==> src/rtl/nes_flash_pkg.sv <==
// Shared constants for the mapper-side flash read controller: bus widths,
// default timing and the controller state encoding.
package nes_flash_pkg;

  localparam int FL_ADDR_W      = 23;
  localparam int FL_DATA_W      = 8;
  localparam int FL_ACC_CYC_DEF = 4;
  localparam int FL_RST_CYC_DEF = 8;

  typedef logic [1:0] fl_state_t;

  localparam fl_state_t ST_RST_HOLD = 2'd0;
  localparam fl_state_t ST_IDLE     = 2'd1;
  localparam fl_state_t ST_ACCESS   = 2'd2;

endpackage

==> src/rtl/nes_flash_rd_ctrl.sv <==
// Flash-side responder for mapper read requests: sequences the NOR flash pins,
// captures the byte and serves repeat reads of the same byte from a one-entry tag.
module nes_flash_rd_ctrl
  import nes_flash_pkg::*;
#(
  parameter int ADDR_W  = FL_ADDR_W,
  parameter int DATA_W  = FL_DATA_W,
  parameter int ACC_CYC = FL_ACC_CYC_DEF,
  parameter int RST_CYC = FL_RST_CYC_DEF
) (
  input  logic              i_clk,
  input  logic              i_rst,
  input  logic              i_req_en,
  input  logic [ADDR_W-1:0] i_req_addr,
  input  logic              i_inval,
  output logic [DATA_W-1:0] o_rdata,
  output logic              o_rdata_vld,
  output logic              o_busy,
  output logic [ADDR_W-1:0] o_fl_addr,
  input  logic [DATA_W-1:0] i_fl_dq,
  output logic              o_fl_ce_n,
  output logic              o_fl_oe_n,
  output logic              o_fl_we_n,
  output logic              o_fl_rst_n
);

  localparam int CNT_W = 8;
  localparam logic [CNT_W-1:0] RST_LOAD = CNT_W'(RST_CYC - 1);
  localparam logic [CNT_W-1:0] ACC_LOAD = CNT_W'(ACC_CYC - 1);

  fl_state_t         state_q, state_d;
  logic [CNT_W-1:0]  cnt_q, cnt_d;
  logic [ADDR_W-1:0] tag_q, tag_d;
  logic              tag_vld_q, tag_vld_d;
  logic              inval_pend_q, inval_pend_d;
  logic [DATA_W-1:0] rdata_d;
  logic [ADDR_W-1:0] fl_addr_d;
  logic              rdata_vld_d, ce_n_d, oe_n_d, rst_n_d;
  logic              hit;

  assign o_fl_we_n = 1'b1;

  // A pending invalidate outranks a same-cycle hit so the request falls through to a miss.
  assign hit = i_req_en && tag_vld_q && (i_req_addr == tag_q) && !i_inval;

  // State register.
  // NOTE: sequential state uses non-blocking assignments so every register
  // samples pre-edge values regardless of process ordering.
  always_ff @(posedge i_clk or posedge i_rst) begin
    if (i_rst) state_q <= ST_RST_HOLD;
    else       state_q <= state_d;
  end

  // Next-state logic.
  always_comb begin
    state_d = state_q;
    case (state_q)
      ST_RST_HOLD: if (cnt_q == '0) state_d = ST_IDLE;
      ST_IDLE:     if (i_req_en && !hit) state_d = ST_ACCESS;
      ST_ACCESS:   if (cnt_q == '0) state_d = ST_IDLE;
      default:     state_d = ST_RST_HOLD;
    endcase
  end

  // Output and datapath next values.
  // NOTE: every signal gets a default first so no path leaves one unassigned,
  // which is what would otherwise infer a latch.
  always_comb begin
    cnt_d        = cnt_q;
    tag_d        = tag_q;
    tag_vld_d    = tag_vld_q;
    inval_pend_d = inval_pend_q;
    rdata_d      = o_rdata;
    rdata_vld_d  = 1'b0;
    fl_addr_d    = o_fl_addr;
    ce_n_d       = o_fl_ce_n;
    oe_n_d       = o_fl_oe_n;
    rst_n_d      = o_fl_rst_n;
    case (state_q)
      ST_RST_HOLD: begin
        if (cnt_q == '0) begin
          rst_n_d = 1'b1;
          cnt_d   = RST_LOAD;
        end else begin
          cnt_d = cnt_q - 1'b1;
        end
      end
      ST_IDLE: begin
        if (i_inval) tag_vld_d = 1'b0;
        if (hit) begin
          rdata_vld_d = 1'b1;
        end else if (i_req_en) begin
          fl_addr_d    = i_req_addr;
          tag_d        = i_req_addr;
          tag_vld_d    = 1'b0;
          inval_pend_d = 1'b0;
          ce_n_d       = 1'b0;
          oe_n_d       = 1'b0;
          cnt_d        = ACC_LOAD;
        end
      end
      ST_ACCESS: begin
        // An invalidate anywhere in the access must stop the fetched byte being tagged.
        if (i_inval) inval_pend_d = 1'b1;
        if (cnt_q == '0) begin
          rdata_d     = i_fl_dq;
          tag_vld_d   = !(i_inval || inval_pend_q);
          rdata_vld_d = 1'b1;
          ce_n_d      = 1'b1;
          oe_n_d      = 1'b1;
        end else begin
          cnt_d = cnt_q - 1'b1;
        end
      end
      default: ;
    endcase
  end

  // Datapath registers; flash pins come straight from flops to keep them glitch-free.
  always_ff @(posedge i_clk or posedge i_rst) begin
    if (i_rst) begin
      cnt_q        <= RST_LOAD;
      tag_q        <= '0;
      tag_vld_q    <= 1'b0;
      inval_pend_q <= 1'b0;
      o_rdata      <= '0;
      o_rdata_vld  <= 1'b0;
      o_busy       <= 1'b1;
      o_fl_addr    <= '0;
      o_fl_ce_n    <= 1'b1;
      o_fl_oe_n    <= 1'b1;
      o_fl_rst_n   <= 1'b0;
    end else begin
      cnt_q        <= cnt_d;
      tag_q        <= tag_d;
      tag_vld_q    <= tag_vld_d;
      inval_pend_q <= inval_pend_d;
      o_rdata      <= rdata_d;
      o_rdata_vld  <= rdata_vld_d;
      o_busy       <= (state_d != ST_IDLE);
      o_fl_addr    <= fl_addr_d;
      o_fl_ce_n    <= ce_n_d;
      o_fl_oe_n    <= oe_n_d;
      o_fl_rst_n   <= rst_n_d;
    end
  end

endmodule

==> config.mk <==
export PLATFORM = sky130hd
export DESIGN_NAME = nes_flash_rd_ctrl
export DESIGN_NICKNAME = d
export VERILOG_FILES = /design/src/rtl/nes_flash_pkg.sv /design/src/rtl/nes_flash_rd_ctrl.sv
export SDC_FILE = /design/constraint.sdc
export NUM_CORES = 1
export LEC_CHECK = 0
export CAP_MARGIN = 10
export CORE_ASPECT_RATIO = 1.5
export CORE_MARGIN = 2
export CORE_UTILIZATION = 55
export CTS_BUF_LIST = sky130_fd_sc_hd__clkbuf_16
export CTS_CLUSTER_SIZE = 14
export DETAILED_ROUTE_END_ITERATION = 8
export DONT_BUFFER_PORTS = 1
export PLACE_DENSITY = 0.7
export SLEW_MARGIN = 5
export SYNTH_ARGS = -nofsm -noshare
export SYNTH_HDL_FRONTEND = slang
export SYNTH_SLANG_ARGS = --single-unit
==> constraint.sdc <==
create_clock -name i_clk -period 2.94 [get_ports i_clk]
set_input_delay 0.147 -clock i_clk [delete_from_list [all_inputs] [get_ports i_clk]]
set_output_delay 0.147 -clock i_clk [all_outputs]
set_load 0.02 [all_outputs]
Word-level counts from Yosys, hierarchy flattened. Index checks and enable logic that the tools add are counted.

Register bits: 47. Output and inout port bits: 37.

Equal/unequal tests: 9. Muxes and demuxes: 22. Add/sub/neg operators: 1. Reduce and logical (&&, ||, !) cells: 20. Bitwise operators: 1.

Operators with widths (number): $mux W8 (4); $pmux W8 S3 (1); $eq A23 B23 Y1 (1); $reduce_and A4 Y1 (3); $mux W1 (10); $ne A2 B2 Y1 const B (5); $logic_not A8 Y1 (1); $pmux W1 S2 (4); $sub A8 B1 Y8 const B (1); $reduce_and A2 Y1 (3); $logic_and A1 B1 Y1 (4); $mux W2 (2); $pmux W2 S2 (1); $logic_not A1 Y1 (3); $reduce_and A3 Y1 (1); $reduce_bool A3 Y1 (1); $eq A2 B1 Y1 const B (1); $eq A2 B2 Y1 const B (1); $logic_not A2 Y1 (1); $ne A2 B1 Y1 const B (1); $reduce_bool A2 Y1 (1); $reduce_or A2 Y1 (1); $logic_or A1 B1 Y1 (1); $not A1 Y1 (1).

Depth between registers and ports, before layout. Gate-level depths: netlist (run 1).

Word-level depth: 8. Depth in mapped cells: 9.

Worst setup path before layout (run 1). Ideal clock, no wire load.

Path type: register to register. From: register cnt_q[0]. To: register cnt_q[1]. Arrival: 1.946 ns. Period minus slack after synthesis: 2.028 ns. Stages on the path, launching flop included: 10. Buffers on the path: 1. Slack: 0.912 ns. Required time: 2.858 ns. Cells stage by stage: dfstp_2 > inv_1 > ha_1 > or4b_4 > nor2_2 > nand2_1 > nand2_1 > or2_2 > buf_6 > mux2_2.

Longest elaborated chain between the ends: 3. Elaborated cells between the ends (all ways): 7. Classes of those cells: 1 x add/sub; 1 x eq/ne; 3 x mux; 2 x reduce/logical.

RTL lines: start, declared (line nes_flash_rd_ctrl.sv:32) `logic [CNT_W-1:0] cnt_q, cnt_d;`; start signal, assigned (line nes_flash_rd_ctrl.sv:134) `cnt_q <= cnt_d;`; $sub A8 B1 Y8 / $logic_not A8 Y1 (equally long branches); $mux W8 (tied with other cells) (line nes_flash_rd_ctrl.sv:105) `if (cnt_q == '0) begin`; $pmux W8 S3 / $reduce_and A4 Y1 (equally long branches).

Several ways; a longest one is shown, not always the timed one. The select of a mux whose other input is x is not followed. A chain may end at the register's enable or synchronous reset.

Worst setup path after layout (run 1). Same ends and word-level chain as after synthesis.

==> key figures, run 1 <==
Setup path
  – Critical Path AT: between 2 and 3 ns
  – Worst Setup End Kind: flip-flop
  – Depth of the most critical reg-to-reg path: 8
  – Required time of the critical path: 3.16 ns
  – Startpoint kind of the worst setup timing path: flip-flop
  – Peak fanout along the critical path: 6
  – Worst reg2reg path startpoint: cnt_q[0]
  – Crit-path slowest cell: sky130_fd_sc_hd__or4b_4
  – Critical Path Start: cnt_q[0]
  – Crit path kind: reg -> reg
  – Largest stage delay, worst path: around 0.5 ns
  – CP Capture Point: cnt_q[1]
  – Endpoint of the worst register-to-register path: cnt_q[1]
  – Sequence of cells on the critical path: inv_1 > ha_1 > or4b_4 > nor2_2 > nand2_1 > nand2_1 > or2_2 > mux2_2
  – Worst reg2reg setup slack: approximately 0.64 ns
  – Critical Path Most Common Cell: sky130_fd_sc_hd__nand2_1

Detailed routing
  – Total wire length: roughly 5300 microns
  – Metal3 WL: a little under 300 microns
  – DRC violations left: 0
  – Met1 wire length: 1919 microns
  – Number of DRC markers after the initial detailed-route iteration: a little under 100
  – Uppermost layer routed: met4
  – Remaining number of nets flagged by the antenna check after routing: 0
  – Drt first pass iters: 4
  – Routed via count divided by cell count: between 6 and 7
  – Average wire per standard cell: about 19 microns
  – Routed length on met2: between 2000 and 3000 microns
  – Total number of vias: between 1500 and 2000

CTS
  – TritonCTS clock tree: yes
  – Clock slew seen by the registers of the worst setup and hold paths: ~0.070 ns
  – Number of H-tree levels: 2
  – Number of buffers inserted during clock tree synthesis: 5
  – Clk root buf: sky130_fd_sc_hd__clkbuf_16
  – Quantity of gates resized following cts: 0
  – Clock Tree Buf Depth: 2
  – Number of buffers added for setup after CTS: 0
  – Number of sinks handled by clock tree synthesis: 47
  – Clock insertion delay at the later pin of the skew report: 0.29 ns

Floorplanning
  – Die Outline Area: between 5000 and 6000 sq um
  – Chip Height: 87.23 microns
  – Number of rows in the core area: 30
  – Initial core utilization: roughly 57%
  – Number of top-level pins: between 70 and 80
  – Horiz. Die Dim: just under 60 microns
  – Placeable Area: approximately 4500 sq um

Logic synthesis
  – Yosys warns: 0
  – Syn Std Cell Area: between 2000 and 3000 sq um
  – Synthesized netlist net count: roughly 260
  – Count of flip-flops with a built-in enable after synthesis: 0
  – Count of different cell masters after synthesis: 42
  – Post-Synthesis Cells: between 200 and 250
  – Avg Inst Size Synth: around 12 sq um
  – Number of flip-flops and latches in the synthesized netlist: 47
  – Sequential cell area fraction in the yosys report: 46.55%
  – Synth async-reset ratio: 100.0%
  – Predominant post-synthesis flop cell: sky130_fd_sc_hd__dfrtp_1

Timing
  – Final Hold Violating Endpoints: 0
  – Headroom to the max-slew limit: a little under two fifths
  – Unrepaired setup endpoints after global routing: no
  – Largest clock skew in the final design: between 0.008 and 0.009 ns
  – Total Neg Setup Slack: 0 ns
  – Ratio of final minimum period to clock period: between 70% and 80%
  – Timing-limited maximum frequency: roughly 440 MHz
  – Final critical-path required period: 2.296 ns
  – Transition at the pin with the smallest max-transition slack: between 0.9 and 1 ns
  – Slew Limit Fails: 0
  – Number of setup violations in the final report: 0
  – Least setup slack across all paths after layout: 0.6438 ns

Finish
  – Total Nets Final: between 200 and 300
  – Summed area of non-filler cells in the final layout: 2776 sq um
  – Antenna Cells: 0
  – Synth-to-layout area growth: 9.310%
  – Layout cells sized above 1: approximately 24%
  – Commonest cells after routing, fill and taps aside: 42 x sky130_fd_sc_hd__dfrtp_1, 23 x sky130_fd_sc_hd__xor2_1, 19 x sky130_fd_sc_hd__mux2_4
  – Number of fill cells: around 350
  – Commonest non-fill, non-tap cell in the layout: sky130_fd_sc_hd__dfrtp_1

Placement
  – Number of buffers added on ports: 0
  – Weighted congestion at the end of routability-driven global placement: between 0.8 and 0.9
  – Post-place setup slack: between 0.6 and 0.7 ns
  – Half-perimeter wire length after detailed placement: approximately 3900 microns
  – Area after detailed placement: 2521 sq um

Power and ir drop
  – Highest ir drop seen on vdd: roughly 0.7 mV
  – Pleak: 1.236 nW
  – Total power: 3.256 mW
  – Pwr/cell area: around 1200 nW/um^2

Global routing
  – GR Util All Layers: between 20% and 30%
  – Via count of the first global-routing pass: ~1800
  – Remaining global-route overflow: 0
  – Maximum number of pins on one net before global-route repair: 48
  – Number of antenna violations at the first check in global routing: 0
  – First-pass GRT wire length: 8521 microns

Status
  – Run status: finished clean

Worst hold path
  – Type of the tightest min-delay check: in -> reg
  – Hold path startpoint: i_fl_dq[1]

Flow run
  – Count of max-cap constraint violations: 0
-- stage by stage --
| step | utilization (%) | hold slack (ns) | instances |
|---|---|---|---|
| 6_report | 62.16 | 0.002104 | 275 |
| 5_1_grt | 62.16 | 0.0006508 | 275 |
| 3_5_place_dp | 56.44 | 0.2725 | 256 |
| 2_1_floorplan | - | 0.2529 | 216 |
| 3_3_place_gp | 56.44 | 0.2712 | 256 |
| 4_1_cts | 61.26 | 0.0003383 | 271 |
-- critical path, delay by kind of cell (launching register included) --
family / cells / cell delay [ns]
buffers and inverters: 1 / 0.06
muxes: 1 / 0.35
and+or+nand+nor: 5 / 1.23
DFF: 1 / 0.38
adders and majority gates: 1 / 0.20
-- power breakdown --
part | switching [mW] | internal, mW
Sequential | 0.588 | 0.968
Combinational | 0.523 | 0.623
Clock | 0.241 | 0.313
-- worst min-delay path by stage --
stage                            end  slack [ns]  depth (start not counted)
final                     o_rdata[1]       0.002                          1
after global routing       tag_q[12]      0.0007                          1
after CTS                 o_rdata[1]      0.0003                          1
after detailed placement  state_q[0]        0.27                          1
after global placement    o_rdata[0]        0.27                          1
after floorplan           state_q[0]        0.25                          1
-- flip-flops by register name, summed over array words and instances, names as in the netlist --
name and cells:
tag_q 23, cnt_q 8, o_rdata 8, state_q 2, inval_pend_q 1, o_busy 1
o_fl_oe_n 1, o_fl_rst_n 1, o_rdata_vld 1, tag_vld_q 1
-- kinds of logic after synthesis --
| family | share of synthesized area (%) |
|---|---|
| compound gates | 10.25 |
| xor+xnor | 7.931 |
| fa+ha+maj | 2.463 |
| buf+inv | 5.320 |
| flops | 46.55 |
| mux | 16.99 |
| other cells | 0.1476 |
| simple gates | 10.35 |
-- final cells by class --
cell class                 count  area [sq um]  share of cell area, %
clock inverter                 3         20.02                 0.7210
sequential                    47          1182                  42.59
inverter                       9         33.78                  1.217
clock buffer                   5         125.1                  4.507
tap                           48         60.06                  2.163
multi-input combinational    149          1222                  44.03
timing repair buffer          14         132.6                  4.777
-- cells in the mapped netlist, types with 2 or more instances --
cell | instances | area share [%]
sky130_fd_sc_hd__dfrtp_1 | 42 | 41
sky130_fd_sc_hd__o22a_1 | 4 | 1.4
sky130_fd_sc_hd__nor2b_1 | 3 | 0.74
sky130_fd_sc_hd__dfstp_2 | 5 | 5.2
sky130_fd_sc_hd__buf_4 | 3 | 0.89
sky130_fd_sc_hd__or2_2 | 2 | 0.49
sky130_fd_sc_hd__nand2_1 | 8 | 1.2
sky130_fd_sc_hd__nand2b_1 | 2 | 0.49
sky130_fd_sc_hd__o21ai_0 | 16 | 3.2
sky130_fd_sc_hd__nand3b_1 | 2 | 0.59
sky130_fd_sc_hd__buf_6 | 3 | 1.3
sky130_fd_sc_hd__o31ai_1 | 4 | 1.2
sky130_fd_sc_hd__nand4_1 | 3 | 0.74
sky130_fd_sc_hd__nor4_1 | 6 | 1.5
sky130_fd_sc_hd__o21ai_1 | 2 | 0.39
sky130_fd_sc_hd__nor2_1 | 10 | 1.5
sky130_fd_sc_hd__nor3_1 | 3 | 0.59
sky130_fd_sc_hd__a21oi_1 | 5 | 0.99
sky130_fd_sc_hd__nand3_1 | 2 | 0.39
sky130_fd_sc_hd__inv_1 | 9 | 1.3
sky130_fd_sc_hd__mux2_2 | 13 | 5.8
sky130_fd_sc_hd__nor3b_1 | 2 | 0.59
sky130_fd_sc_hd__buf_8 | 2 | 1.2
sky130_fd_sc_hd__ha_1 | 5 | 2.5
sky130_fd_sc_hd__mux2_4 | 19 | 11
sky130_fd_sc_hd__buf_2 | 3 | 0.59
sky130_fd_sc_hd__xor2_1 | 23 | 7.9
-- layer usage --
| metal | vias up | global-route usage, % |
|---|---|---|
| met5 | - | 0 |
| met4 | 0 | 9.504 |
| met3 | 12 | 5.646 |
| met2 | 60 | 37.56 |
| met1 | 828 | 24.42 |
| li1 | 776 | - |
-- repair_timing --
action | in CTS | in global routing
setup endpoints to repair | 0 | 0
hold endpoints to repair | 48 | 4
hold buffers | 7 | 4
Power figures use the tool's default switching activity.
==> inputs of run 2 (changes only) <==
--- a/config.mk
+++ b/config.mk
@@ -5,6 +5,7 @@
 export SDC_FILE = /design/constraint.sdc
 export NUM_CORES = 1
 export LEC_CHECK = 0
+export ABC_AREA = 1
 export CAP_MARGIN = 10
 export CORE_ASPECT_RATIO = 1.5
 export CORE_MARGIN = 2
@@ -13,7 +14,7 @@
 export CTS_CLUSTER_SIZE = 14
 export DETAILED_ROUTE_END_ITERATION = 8
 export DONT_BUFFER_PORTS = 1
-export PLACE_DENSITY = 0.7
+export PLACE_DENSITY = 0.73
 export SLEW_MARGIN = 5
 export SYNTH_ARGS = -nofsm -noshare
 export SYNTH_HDL_FRONTEND = slang
==> constraint.sdc (replaced) <==
create_clock -name i_clk -period 1.95 [get_ports i_clk]
set_input_delay 0.0975 -clock i_clk [delete_from_list [all_inputs] [get_ports i_clk]]
set_output_delay 0.0975 -clock i_clk [all_outputs]
set_load 0.02 [all_outputs]
==> run 2 against run 1 <==
Compared with the run above:
- critical path depth grew 2
- design area grew 21%
- wire length grew 18%
- count of clock-buffer cells in the layout is the same
- cell count grew 80%
- clock power grew 67%
- fmax grew 26%
- sequential share of layout area shrank 7.2 points
- critical path type unchanged
==> key figures, run 2 <==
Logic synthesis
  – Sequential cell area fraction in the yosys report: 44.08% (-2.5 points)
  – Ranking of synthesized cells by instance count: 146 x sky130_fd_sc_hd__nand2_1, 60 x sky130_fd_sc_hd__inv_1, 42 x sky130_fd_sc_hd__dfrtp_1, 27 x sky130_fd_sc_hd__o21ai_0, 26 x sky130_fd_sc_hd__nor2_1
  – Synth async-reset ratio: 100.0% (unchanged)
  – Yosys warns: 0 (unchanged)
  – Cell with the most instances after synthesis: sky130_fd_sc_hd__nand2_1
  – Avg Inst Size Synth: 7.154 sq um (-39%)
  – Post-Synthesis Cells: 375 (+74%)
  – Top cell type by total area after synthesis: sky130_fd_sc_hd__dfrtp_1
  – Count of flip-flops with a built-in enable after synthesis: 0 (unchanged)
  – Count of different cell masters after synthesis: 30 (-29%)
  – Top-area cell type share of the netlist area: 39.18% (-2.2 points)
  – Area contributors post-synth: sky130_fd_sc_hd__dfrtp_1 39%, sky130_fd_sc_hd__nand2_1 20%, sky130_fd_sc_hd__inv_1 8.4%, sky130_fd_sc_hd__o21ai_0 5.0%, sky130_fd_sc_hd__dfstp_2 4.9%
  – Predominant post-synthesis flop cell: sky130_fd_sc_hd__dfrtp_1
  – Syn Std Cell Area: 2683 sq um (+5.6%)
  – Number of flip-flops and latches in the synthesized netlist: 47 (unchanged)
  – Synthesized netlist net count: 415 (+62%)

Timing
  – Final Hold Violating Endpoints: 0 (unchanged)
  – Ratio of final minimum period to clock period: 93.75% (+16 points)
  – Timing-limited maximum frequency: 547.0 MHz (+26%)
  – Slew Limit Fails: 0 (unchanged)
  – Final critical-path required period: 1.828 ns (-0.4682 ns)
  – Largest clock skew in the final design: 0.004028 ns (-0.004063 ns)
  – Number of setup violations in the final report: 0 (unchanged)
  – Total Neg Setup Slack: 0 ns (unchanged)
  – Hold WS: 0.002984 ns (+0.0008806 ns)

Finish
  – Antenna Cells: 0 (unchanged)
  – Synth-to-layout area growth: 25.28%
  – Registers with the most flip-flops: tag_q (23), cnt_q (8), o_rdata (8)
  – Number of fill cells: 391 (+13%)
  – Commonest non-fill, non-tap cell in the layout: sky130_fd_sc_hd__nand2_1
  – Largest register FFs: 23 (unchanged)
  – Summed area of non-filler cells in the final layout: 3361 sq um (+21%)
  – Total Nets Final: 467 (+76%)
  – Layout cells sized above 1: 14.25% (-10 points)
  – Final Util: 70.44% (+8.3 points)
  – Commonest cells after routing, fill and taps aside: 146 x sky130_fd_sc_hd__nand2_1, 59 x sky130_fd_sc_hd__inv_1, 37 x sky130_fd_sc_hd__dfrtp_1
  – Register with the highest flop count: tag_q

Worst hold path
  – Number of stages on the worst hold path: 2 (+1)
  – Type of the tightest min-delay check: in -> reg
  – Hold path startpoint: i_req_addr[19]
  – Endpoint of the worst hold path: tag_q[19]

CTS
  – Clock slew seen by the registers of the worst setup and hold paths: 0.06 ns (about the same)
  – Number of sinks handled by clock tree synthesis: 47 (unchanged)
  – TritonCTS clock tree: yes
  – Clock Tree Buf Depth: 2 (unchanged)
  – Clock insertion delay at the later pin of the skew report: 0.28 ns (about the same)
  – Number of H-tree levels: 2 (unchanged)
  – Clk root buf: sky130_fd_sc_hd__clkbuf_16
  – Number of buffers inserted during clock tree synthesis: 5 (unchanged)

Setup path
  – Sequence of cells on the critical path: inv_1 > ha_1 > nand2_1 > nor2_4 > nand2_4 > nor2_4 > nor2_2 > buf_4 > nand3_1 > nand2_1
  – Worst Setup End Kind: flip-flop
  – Largest stage delay, worst path: 0.54 ns (+0.04 ns)
  – Crit-path slowest cell: sky130_fd_sc_hd__dfstp_2
  – Peak fanout along the critical path: 9 (+3)
  – Endpoint of the worst register-to-register path: cnt_q[1]
  – Worst reg2reg path startpoint: cnt_q[0]
  – Critical Path AT: 2.05 ns (-0.47 ns)
  – Crit path kind: reg -> reg
  – Worst reg2reg setup slack: 0.12 ns (-0.52 ns)
  – Number of gates on the worst path with buffers counted: 10 (+2)
  – Required time of the critical path: 2.17 ns (-0.99 ns)
  – Cell class contributing the biggest share of worst-path delay: simple AND/OR/NAND/NOR gates
  – Startpoint kind of the worst setup timing path: flip-flop
  – Depth of the most critical reg-to-reg path: 10 (+2)
  – Critical Path Start: cnt_q[0]
  – Combined buffer and inverter count along the critical path: 2 (+1)

Detailed routing
  – Number of DRC markers after the initial detailed-route iteration: 102 (+3.0%)
  – Remaining number of nets flagged by the antenna check after routing: 0 (unchanged)
  – Routed via count divided by cell count: 4.870 (-20%)
  – Drt first pass iters: 4 (unchanged)
  – Average wire per standard cell: 12.71 microns (-34%)
  – Total number of vias: 2406 (+44%)
  – DRC violations left: 0 (unchanged)
  – Total wire length: 6278 microns (+18%)

Status
  – Run status: finished clean

Floorplanning
  – Die Outline Area: 5463 sq um (+5.3%)
  – Placeable Area: 4771 sq um (+6.8%)
  – Chip Height: 89.54 microns (+2.6%)
  – Initial core utilization: 56.23% (-0.63 points)
  – Number of rows in the core area: 31 (+3.3%)
  – Number of top-level pins: 72 (unchanged)
  – Horiz. Die Dim: 61.02 microns (+2.6%)

Power and ir drop
  – Portion of total power attributed to the clock network: 18.4% (+1.4 points)
  – Pwr/cell area: 1494 nW/um^2 (+27%)
  – Highest ir drop seen on vdd: 0.8067 mV (+17%)
  – Net switching power of the design: 2.143 mW (+59%)
  – Fraction of power spent switching nets: 42.70% (+1.2 points)
  – Cell internal power dissipation: 2.877 mW (+51%)
  – Comb power frac: 41.9% (+6.7 points)
  – Sequential group share of total power: 39.7% (-8.1 points)
  – Pleak: 1.790 nW (+45%)

Placement
  – Number of buffers added on ports: 0 (unchanged)
  – Half-perimeter wire length after detailed placement: 4386 microns (+13%)
  – Area after detailed placement: 2873 sq um (+14%)
  – Weighted congestion at the end of routability-driven global placement: 0.8431 (+1.4%)

Flow run
  – Count of max-cap constraint violations: 0 (unchanged)

Global routing
  – GR Util All Layers: 24.31% (+2.6 points)
  – Via count of the first global-routing pass: 2481 (+37%)
  – Maximum number of pins on one net before global-route repair: 33 (-31%)
  – Number of antenna violations at the first check in global routing: 0 (unchanged)
  – Remaining global-route overflow: 0 (unchanged)
  – First-pass GRT wire length: 10030 microns (+18%)
## run 2: changes by cell type after synthesis, sizes merged, moves of 17 or more
cell	change
nand2	+141
nand3	+17
xor2	-20
mux2	-32
inv	+52
nor2	+19
## run 2: worst max-delay path by stage
stage / end / slack (ns)
floorplan: cnt_q[4] / 0.26
global placement: cnt_q[7] / 0.16
detailed placement: cnt_q[3] / 0.14
CTS: cnt_q[3] / 0.12
global route: cnt_q[5] / -0.0002
finish: cnt_q[1] / 0.12
## run 2: cell families (layout without fill, tap and decap cells)
family                   count (synthesis)  count (layout)  synth area share [%]
AND/OR/NAND/NOR                        201             201                 30.88
buffers and inverters                   71             124                 11.43
flip-flops                              47              47                 44.08
AO/OA/AOI/OAI                           46              46                 9.842
adder cells (fa/ha/maj)                  5               5                 2.332
XOR/XNOR                                 4               4                 1.306
other                                    1               1                0.1398
## run 2: repair_timing
item	4_1_cts	5_1_grt
hold buffers	29	0
endpoints found under the setup margin	0	33
endpoints found under the hold margin	70	0
gates resized for setup	0	6
setup buffers	0	3
## run 2: layout make-up
type / count / area (sq um) / share of cell area, %
inverter: 61 / 229.0 / 6.813
timing repair buffer: 55 / 498.0 / 14.82
sequential: 47 / 1189 / 35.37
tap: 66 / 82.58 / 2.457
clock inverter: 3 / 38.79 / 1.154
multi-input combinational: 257 / 1199 / 35.67
clock buffer: 5 / 125.1 / 3.723
## run 2: stage by stage
step / std cells / total power, mW / setup slack, ns
2_1_floorplan: 375 / 3.409 / 0.2555
5_1_grt: 494 / 5.430 / -0.0001545
6_report: 494 / 5.020 / 0.1220
3_5_place_dp: 454 / 4.020 / 0.1380
4_1_cts: 491 / 5.024 / 0.1241
3_3_place_gp: 454 / 3.952 / 0.1637
## run 2: power groups by stage
stage / clock (mW) / combinational (mW) / sequential (mW)
after floorplan: 0 / 1.29 / 2.12
after global placement: 0 / 1.99 / 1.96
after detailed placement: 0 / 2.04 / 1.98
after CTS: 0.956 / 2.10 / 1.97
after global routing: 0.987 / 2.40 / 2.04
final: 0.926 / 2.10 / 1.99
## run 2: worst register-to-register path, stage by stage, from the launching register on
cell and delay, ns:
sky130_fd_sc_hd__dfstp_2 0.54, sky130_fd_sc_hd__inv_1 0.06, sky130_fd_sc_hd__ha_1 0.22, sky130_fd_sc_hd__nand2_1 0.14, sky130_fd_sc_hd__nor2_4 0.07, sky130_fd_sc_hd__nand2_4 0.11, sky130_fd_sc_hd__nor2_4 0.08, sky130_fd_sc_hd__nor2_2 0.17
sky130_fd_sc_hd__buf_4 0.19, sky130_fd_sc_hd__nand3_1 0.08, sky130_fd_sc_hd__nand2_1 0.09
## run 2: routing by layer
layer | wire [microns] | global-route usage [%] | vias up | share of wire, %
li1 | - | - | 1241 | -
met5 | 0 | 0 | - | 0
met2 | 3555 | 47.49 | 53 | 57
met3 | 258 | 5.355 | 12 | 4.1
met4 | 120 | 10.28 | 0 | 1.9
met1 | 2343 | 23.03 | 1100 | 37
